## src/rtl/stack_retorno_pkg.sv

```systemverilog
// stack_retorno_pkg: shared widths and op encoding
// for the return-address stack.
package stack_retorno_pkg;

    localparam int ADDR_W    = 10;
    localparam int RAS_DEPTH = 8;
    localparam int RAS_PTR_W = 3;

    typedef enum logic [1:0] {
        OP_HOLD = 2'd0,
        OP_PUSH = 2'd1,
        OP_POP  = 2'd2,
        OP_REPL = 2'd3
    } ras_op_e;

endpackage

```

## src/rtl/stack_retorno_if.sv

```systemverilog
// stack_retorno_if: call/return bundle between
// the PC path and the return-address stack.
interface stack_retorno_if
    import stack_retorno_pkg::*;
#(
    parameter int WIDTH = ADDR_W,
    parameter int PTR_W = RAS_PTR_W
);
    logic             push;
    logic             pop;
    logic [WIDTH-1:0] d;
    logic [WIDTH-1:0] q;
    logic [PTR_W:0]   count;
    logic             empty;
    logic             full;
    logic             overflow;
    logic             underflow;

    modport master (
        output push, pop, d,
        input  q, count, empty, full,
        input  overflow, underflow
    );

    modport slave (
        input  push, pop, d,
        output q, count, empty, full,
        output overflow, underflow
    );
endinterface

```

## src/rtl/stack_retorno_mem.sv

```systemverilog
// stack_mem: DEPTH x WIDTH array, one sync
// write port and one combinational read port.
module stack_mem #(
    parameter int WIDTH = 10,
    parameter int DEPTH = 8,
    parameter int PTR_W = 3
) (
    input  logic             clk,
    input  logic             we,
    input  logic [PTR_W-1:0] wa,
    input  logic [WIDTH-1:0] wd,
    input  logic [PTR_W-1:0] ra,
    output logic [WIDTH-1:0] rd
);
    logic [WIDTH-1:0] mem [DEPTH];

    // write the addressed entry; contents never reset
    always_ff @(posedge clk) begin
        if (we) begin
            mem[wa] <= wd;
        end
    end

    assign rd = mem[ra];
endmodule

```

## src/rtl/stack_retorno.sv

```systemverilog
// stack_retorno: return-address LIFO for nested
// calls; q shows top entry, 0 when empty.
module stack_retorno
    import stack_retorno_pkg::*;
#(
    parameter int WIDTH = ADDR_W,
    parameter int DEPTH = RAS_DEPTH,
    parameter int PTR_W = RAS_PTR_W
) (
    input  logic            clk,
    input  logic            reset,
    stack_retorno_if.slave  bus
);
    localparam logic [PTR_W:0] ONE =
        (PTR_W+1)'(1);
    localparam logic [PTR_W:0] FULL_CNT =
        (PTR_W+1)'(DEPTH);
    localparam logic [PTR_W-1:0] IDX_ONE =
        PTR_W'(1);

    logic [PTR_W:0]   count_r;
    logic             ovf_r;
    logic             udf_r;
    logic [PTR_W-1:0] top_idx;
    logic             is_empty;
    logic             is_full;
    ras_op_e          op;
    logic             ovf_set;
    logic             udf_set;
    logic             we;
    logic [PTR_W-1:0] wa;
    logic [WIDTH-1:0] rd;

    assign top_idx  = count_r[PTR_W-1:0] - IDX_ONE;
    assign is_empty = (count_r == '0);
    assign is_full  = (count_r == FULL_CNT);

    // classify this cycle's push/pop request
    always_comb begin
        op      = OP_HOLD;
        ovf_set = 1'b0;
        udf_set = 1'b0;
        unique case ({bus.push, bus.pop})
            2'b10: begin
                if (is_full) ovf_set = 1'b1;
                else         op = OP_PUSH;
            end
            2'b01: begin
                if (is_empty) udf_set = 1'b1;
                else          op = OP_POP;
            end
            2'b11: begin
                op = is_empty ? OP_PUSH : OP_REPL;
            end
            default: op = OP_HOLD;
        endcase
    end

    // reset blocks the write so no stale entry lands
    assign we = !reset &&
                (op == OP_PUSH || op == OP_REPL);
    assign wa = (op == OP_REPL) ? top_idx
                                : count_r[PTR_W-1:0];

    stack_mem #(
        .WIDTH (WIDTH),
        .DEPTH (DEPTH),
        .PTR_W (PTR_W)
    ) u_mem (
        .clk (clk),
        .we  (we),
        .wa  (wa),
        .wd  (bus.d),
        .ra  (top_idx),
        .rd  (rd)
    );

    // entry count and sticky error flags
    always_ff @(posedge clk) begin
        if (reset) begin
            count_r <= '0;
            ovf_r   <= 1'b0;
            udf_r   <= 1'b0;
        end else begin
            unique case (op)
                OP_PUSH: count_r <= count_r + ONE;
                OP_POP:  count_r <= count_r - ONE;
                default: count_r <= count_r;
            endcase
            if (ovf_set) ovf_r <= 1'b1;
            if (udf_set) udf_r <= 1'b1;
        end
    end

    assign bus.q         = is_empty ? '0 : rd;
    assign bus.count     = count_r;
    assign bus.empty     = is_empty;
    assign bus.full      = is_full;
    assign bus.overflow  = ovf_r;
    assign bus.underflow = udf_r;
endmodule

```

## src/flat_wrapper.sv

```systemverilog
// flat-port wrapper written by rule: the top's interface ports become plain ports
module stack_retorno_flat import stack_retorno_pkg::*;
#(
    parameter int WIDTH = ADDR_W,
    parameter int DEPTH = RAS_DEPTH,
    parameter int PTR_W = RAS_PTR_W
)
  (clk, reset, bus_push, bus_pop, bus_d, bus_q, bus_count, bus_empty, bus_full, bus_overflow, bus_underflow);
  stack_retorno_if #(.WIDTH(WIDTH), .PTR_W(PTR_W)) bus_i ();
  input  logic clk;
  input  logic reset;
  input wire logic [$bits(bus_i.push)-1:0] bus_push;
  input wire logic [$bits(bus_i.pop)-1:0] bus_pop;
  input wire logic [$bits(bus_i.d)-1:0] bus_d;
  output wire logic [$bits(bus_i.q)-1:0] bus_q;
  output wire logic [$bits(bus_i.count)-1:0] bus_count;
  output wire logic [$bits(bus_i.empty)-1:0] bus_empty;
  output wire logic [$bits(bus_i.full)-1:0] bus_full;
  output wire logic [$bits(bus_i.overflow)-1:0] bus_overflow;
  output wire logic [$bits(bus_i.underflow)-1:0] bus_underflow;
  assign bus_i.push = bus_push;
  assign bus_i.pop = bus_pop;
  assign bus_i.d = bus_d;
  assign bus_q = bus_i.q;
  assign bus_count = bus_i.count;
  assign bus_empty = bus_i.empty;
  assign bus_full = bus_i.full;
  assign bus_overflow = bus_i.overflow;
  assign bus_underflow = bus_i.underflow;
  stack_retorno #(.WIDTH(WIDTH), .DEPTH(DEPTH), .PTR_W(PTR_W)) u_core (.clk(clk), .reset(reset), .bus(bus_i));
endmodule
```

## config.mk

```make
export PLATFORM = sky130hd
export DESIGN_NAME = stack_retorno_flat
export DESIGN_NICKNAME = d
export VERILOG_FILES = /design/src/rtl/stack_retorno_pkg.sv /design/src/rtl/stack_retorno_if.sv /design/src/rtl/stack_retorno_mem.sv /design/src/rtl/stack_retorno.sv /design/src/flat_wrapper.sv
export SDC_FILE = /design/constraint.sdc
export NUM_CORES = 1
export LEC_CHECK = 0
export ABC_AREA = 1
export CORE_MARGIN = 3
export CORE_UTILIZATION = 50
export CTS_CLUSTER_DIAMETER = 120
export DETAILED_ROUTE_END_ITERATION = 8
export PLACE_DENSITY_LB_ADDON = 0.25
export SLEW_MARGIN = 20
export SYNTH_ARGS = -nofsm -noshare
export SYNTH_HDL_FRONTEND = slang
export SYNTH_SLANG_ARGS = --single-unit
export TNS_END_PERCENT = 50
```

## constraint.sdc

```tcl
create_clock -name clk -period 3.24 [get_ports clk]
set_input_delay 0.81 -clock clk [delete_from_list [all_inputs] [get_ports clk]]
set_output_delay 0.81 -clock clk [all_outputs]
set_load 0.02 [all_outputs]
```

==> results.json <==
{
  "finalMaxSlewViolations": 0,
  "grt_max_degree": 45,
  "die_y_um": 94.5,
  "p_leak_nw": 2.09,
  "drtPass1Iterations": 5,
  "cts_made_buffers": 9,
  "clockBufferDepth": 2,
  "cts_tree": "done",
  "status": "finished, final reports clean",
  "syn_avg_cell_area_um2": 9.88,
  "insertion_delay_ps": 350,
  "worstPathArrival_ps": 2000,
  "p_int_mw": 2.57,
  "nNetsFinal": 463,
  "h-tree-depth": 3,
  "wl_per_cell_um": 14.6,
  "tightest_slew_ps": 475,
  "antenna_found_initial": 0,
  "seq_power_share": 0.308,
  "crit_start": "u_core.bus.count[0]",
  "layout-drive-gt1-share": 0.0893,
  "cts.sinks": 86,
  "overflow": 0,
  "final_area_um2": 4610,
  "via_per_inst": 4.88,
  "num_rows": 31,
  "min_period_over_period": 0.868,
  "drc": 0,
  "critical_path_class": "reg -> out",
  "area_growth_pct": 17.8,
  "crit_top_cell": "nand3_1",
  "wirelength_um": 8000,
  "dp_hpwl_um": 5250,
  "syn_inst": 396,
  "required_ps": 2430,
  "grt_pass1_wl_um": 12900,
  "gp_congestion": 0.794,
  "setup_viol": 0,
  "cts_setup_buffers": 0,
  "grt_setup_unrepaired": "no",
  "start_util": 0.528,
  "first_global_vias": 2629,
  "timing.final.crit_period_ps": 2810,
  "drtIter0Drc": 164,
  "io_pins": 32,
  "min_from": "u_core.bus.overflow",
  "r2r-start": "u_core.bus.count[1]",
  "hold_slack_ps": 487,
  "io_buffers": 31,
  "combPwrFrac": 0.529,
  "vias": 2671,
  "path_max_fanout": 8,
  "slew_headroom": 0.684,
  "swShare": 0.423,
  "antenna_cells": 0,
  "hold_class": "reg -> reg",
  "yosysUniqueCellTypes": 24,
  "power_density_nw_per_um2": 965,
  "cp_cell_sequence": "inv_6 > ha_2 > buf_4 > nand3_1 > nand3_1 > nand2_1 > nor2_1 > dlymetal6s2s_1",
  "grt.total_usage": 0.195,
  "cpPeakStageDelay_ps": 420,
  "critPathCaptureType": "primary output",
  "ys_warn_count": 0,
  "die-area_um2": 8930,
  "maxCapViolCount": 0,
  "core_um2": 7410,
  "fmax_ghz": 0.356,
  "yosysSeqAreaShare": 0.645,
  "p_clk_frac": 0.162,
  "hold_viol": 0,
  "die_w_um": 94.5,
  "ctsRootBufferMaster": "clkbuf_8",
  "power_mw": 4.45,
  "worstSetupStartpointType": "flop",
  "placed_cell_area_um2": 4390,
  "fin_ws_ps": 428,
  "dp_slack_ps": 275,
  "synth_fp_nets": 416,
  "antenna_left": 0,
  "setup_tns_ps": 0,
  "peakVddDrop_v": 0.000504,
  "syn_area_um2": 3910,
  "cts.clk_slew.worst_paths_ps": 80,
  "skew_ps": 6.62,
  "slowest_stage": "dfxtp_1",
  "p_sw_mw": 1.88,
  "ys_ff_latch": 86
}
==> through the flow <==
step / utilization / cells
after floorplan: - / 396
after global placement: 0.593 / 531
after detailed placement: 0.593 / 531
after CTS: 0.619 / 547
after global routing: 0.623 / 547
final: 0.623 / 547
==> logic make-up after synthesis <==
| kind of cell | synth area share |
|---|---|
| buffers and inverters | 0.0825 |
| adders and majority gates | 0.0211 |
| and+or+nand+nor | 0.217 |
| AOI/OAI and AO/OA | 0.0259 |
| xor gates and xnor gates | 0.00863 |
| DFF | 0.645 |
==> power by group through the flow <==
stage	sequential, mW	clock (mW)	combinational (mW)
2_1_floorplan	1.43	0	1.49
3_3_place_gp	1.39	0	2.36
3_5_place_dp	1.40	0	2.38
4_1_cts	1.37	0.735	2.41
5_1_grt	1.38	0.789	2.61
6_report	1.37	0.722	2.36
==> flip-flops by register name, indices dropped and copies added, names as in the netlist <==
| name | cells |
|---|---|
| u_core.bus.count | 4 |
| u_core.bus.underflow | 1 |
| u_core.bus.overflow | 1 |
| u_core.u_mem.mem | 80 |
==> Yosys cell counts <==
| cell | count | area, um^2 |
|---|---|---|
| edfxtp_1 | 80 | 2400 |
| xnor2_1 | 1 | 8.76 |
| nand4_1 | 1 | 6.26 |
| a21oi_1 | 15 | 75.1 |
| inv_2 | 4 | 15.0 |
| o21ai_0 | 4 | 20.0 |
| buf_4 | 1 | 7.51 |
| nor2_1 | 35 | 131 |
| buf_2 | 5 | 25.0 |
| nand4_2 | 1 | 12.5 |
| inv_1 | 52 | 195 |
| xor2_1 | 1 | 8.76 |
| inv_6 | 1 | 8.76 |
| or2_2 | 1 | 6.26 |
| ha_1 | 5 | 62.6 |
| xnor2_2 | 1 | 16.3 |
| nand2_1 | 138 | 518 |
| nand3_1 | 34 | 170 |
| buf_6 | 6 | 67.6 |
| a31oi_1 | 1 | 6.26 |
| dfxtp_1 | 6 | 120 |
| clkbuf_1 | 1 | 3.75 |
| fa_1 | 1 | 20.0 |
| or2_1 | 1 | 6.26 |
==> area by class of cell <==
cell class                      instances  area [um^2]
Tap cell                               99          124
Clock inverter                          6         61.3
Timing Repair Buffer                   49          487
Clock buffer                           10          128
Sequential cell                        86         2520
Multi-Input combinational cell        240         1070
Fill cell                             609         2800
Inverter                               57          219
==> worst max-delay path: cells and delay by family, from the launching register on <==
family                   cells  cell delay, ps
buffers and inverters        3             470
flip-flops                   1             420
adder cells (fa/ha/maj)      1             400
AND/OR/NAND/NOR              4             360
==> per-layer routing <==
| metal | track usage | vias up | part of all wire |
|---|---|---|---|
| met5 | 0 | - | 0 |
| met4 | 0.0781 | 0 | 0.018 |
| met3 | 0.0311 | 13 | 0.065 |
| met2 | 0.316 | 70 | 0.48 |
| met1 | 0.264 | 1220 | 0.44 |
| li1 | - | 1368 | - |
==> what timing repair did <==
action                                  CTS  global route
hold buffers                              0             0
endpoints found under the setup margin    4            10
pin swaps                                 0             0
gates resized for setup                   1            11
==> path summary, 6_finish.rpt <==
path	to	slack (ps)	cells past startpoint
setup / recovery	bus_q[8]	430	8
hold / removal	u_core.bus.overflow	490	2
setup reg to reg	u_core.u_mem.mem[1][3]	610	12
hold reg to reg	u_core.bus.overflow	490	2
==> placed cells by master, fill, tap and decap left out, types with 2 or more instances in the layout <==
cell type	n
nand2_1	138
inv_1	52
ha_1	4
dlymetal6s2s_1	10
inv_6	2
clkinv_1	2
nor2_1	35
clkbuf_8	9
a21oi_1	15
clkdlybuf4s50_1	21
dfxtp_1	6
clkinvlp_4	2
nand3_1	34
edfxtp_1	80
buf_4	16
o21ai_0	4
inv_2	4
Note: power is estimated with default switching activity, not from simulation.
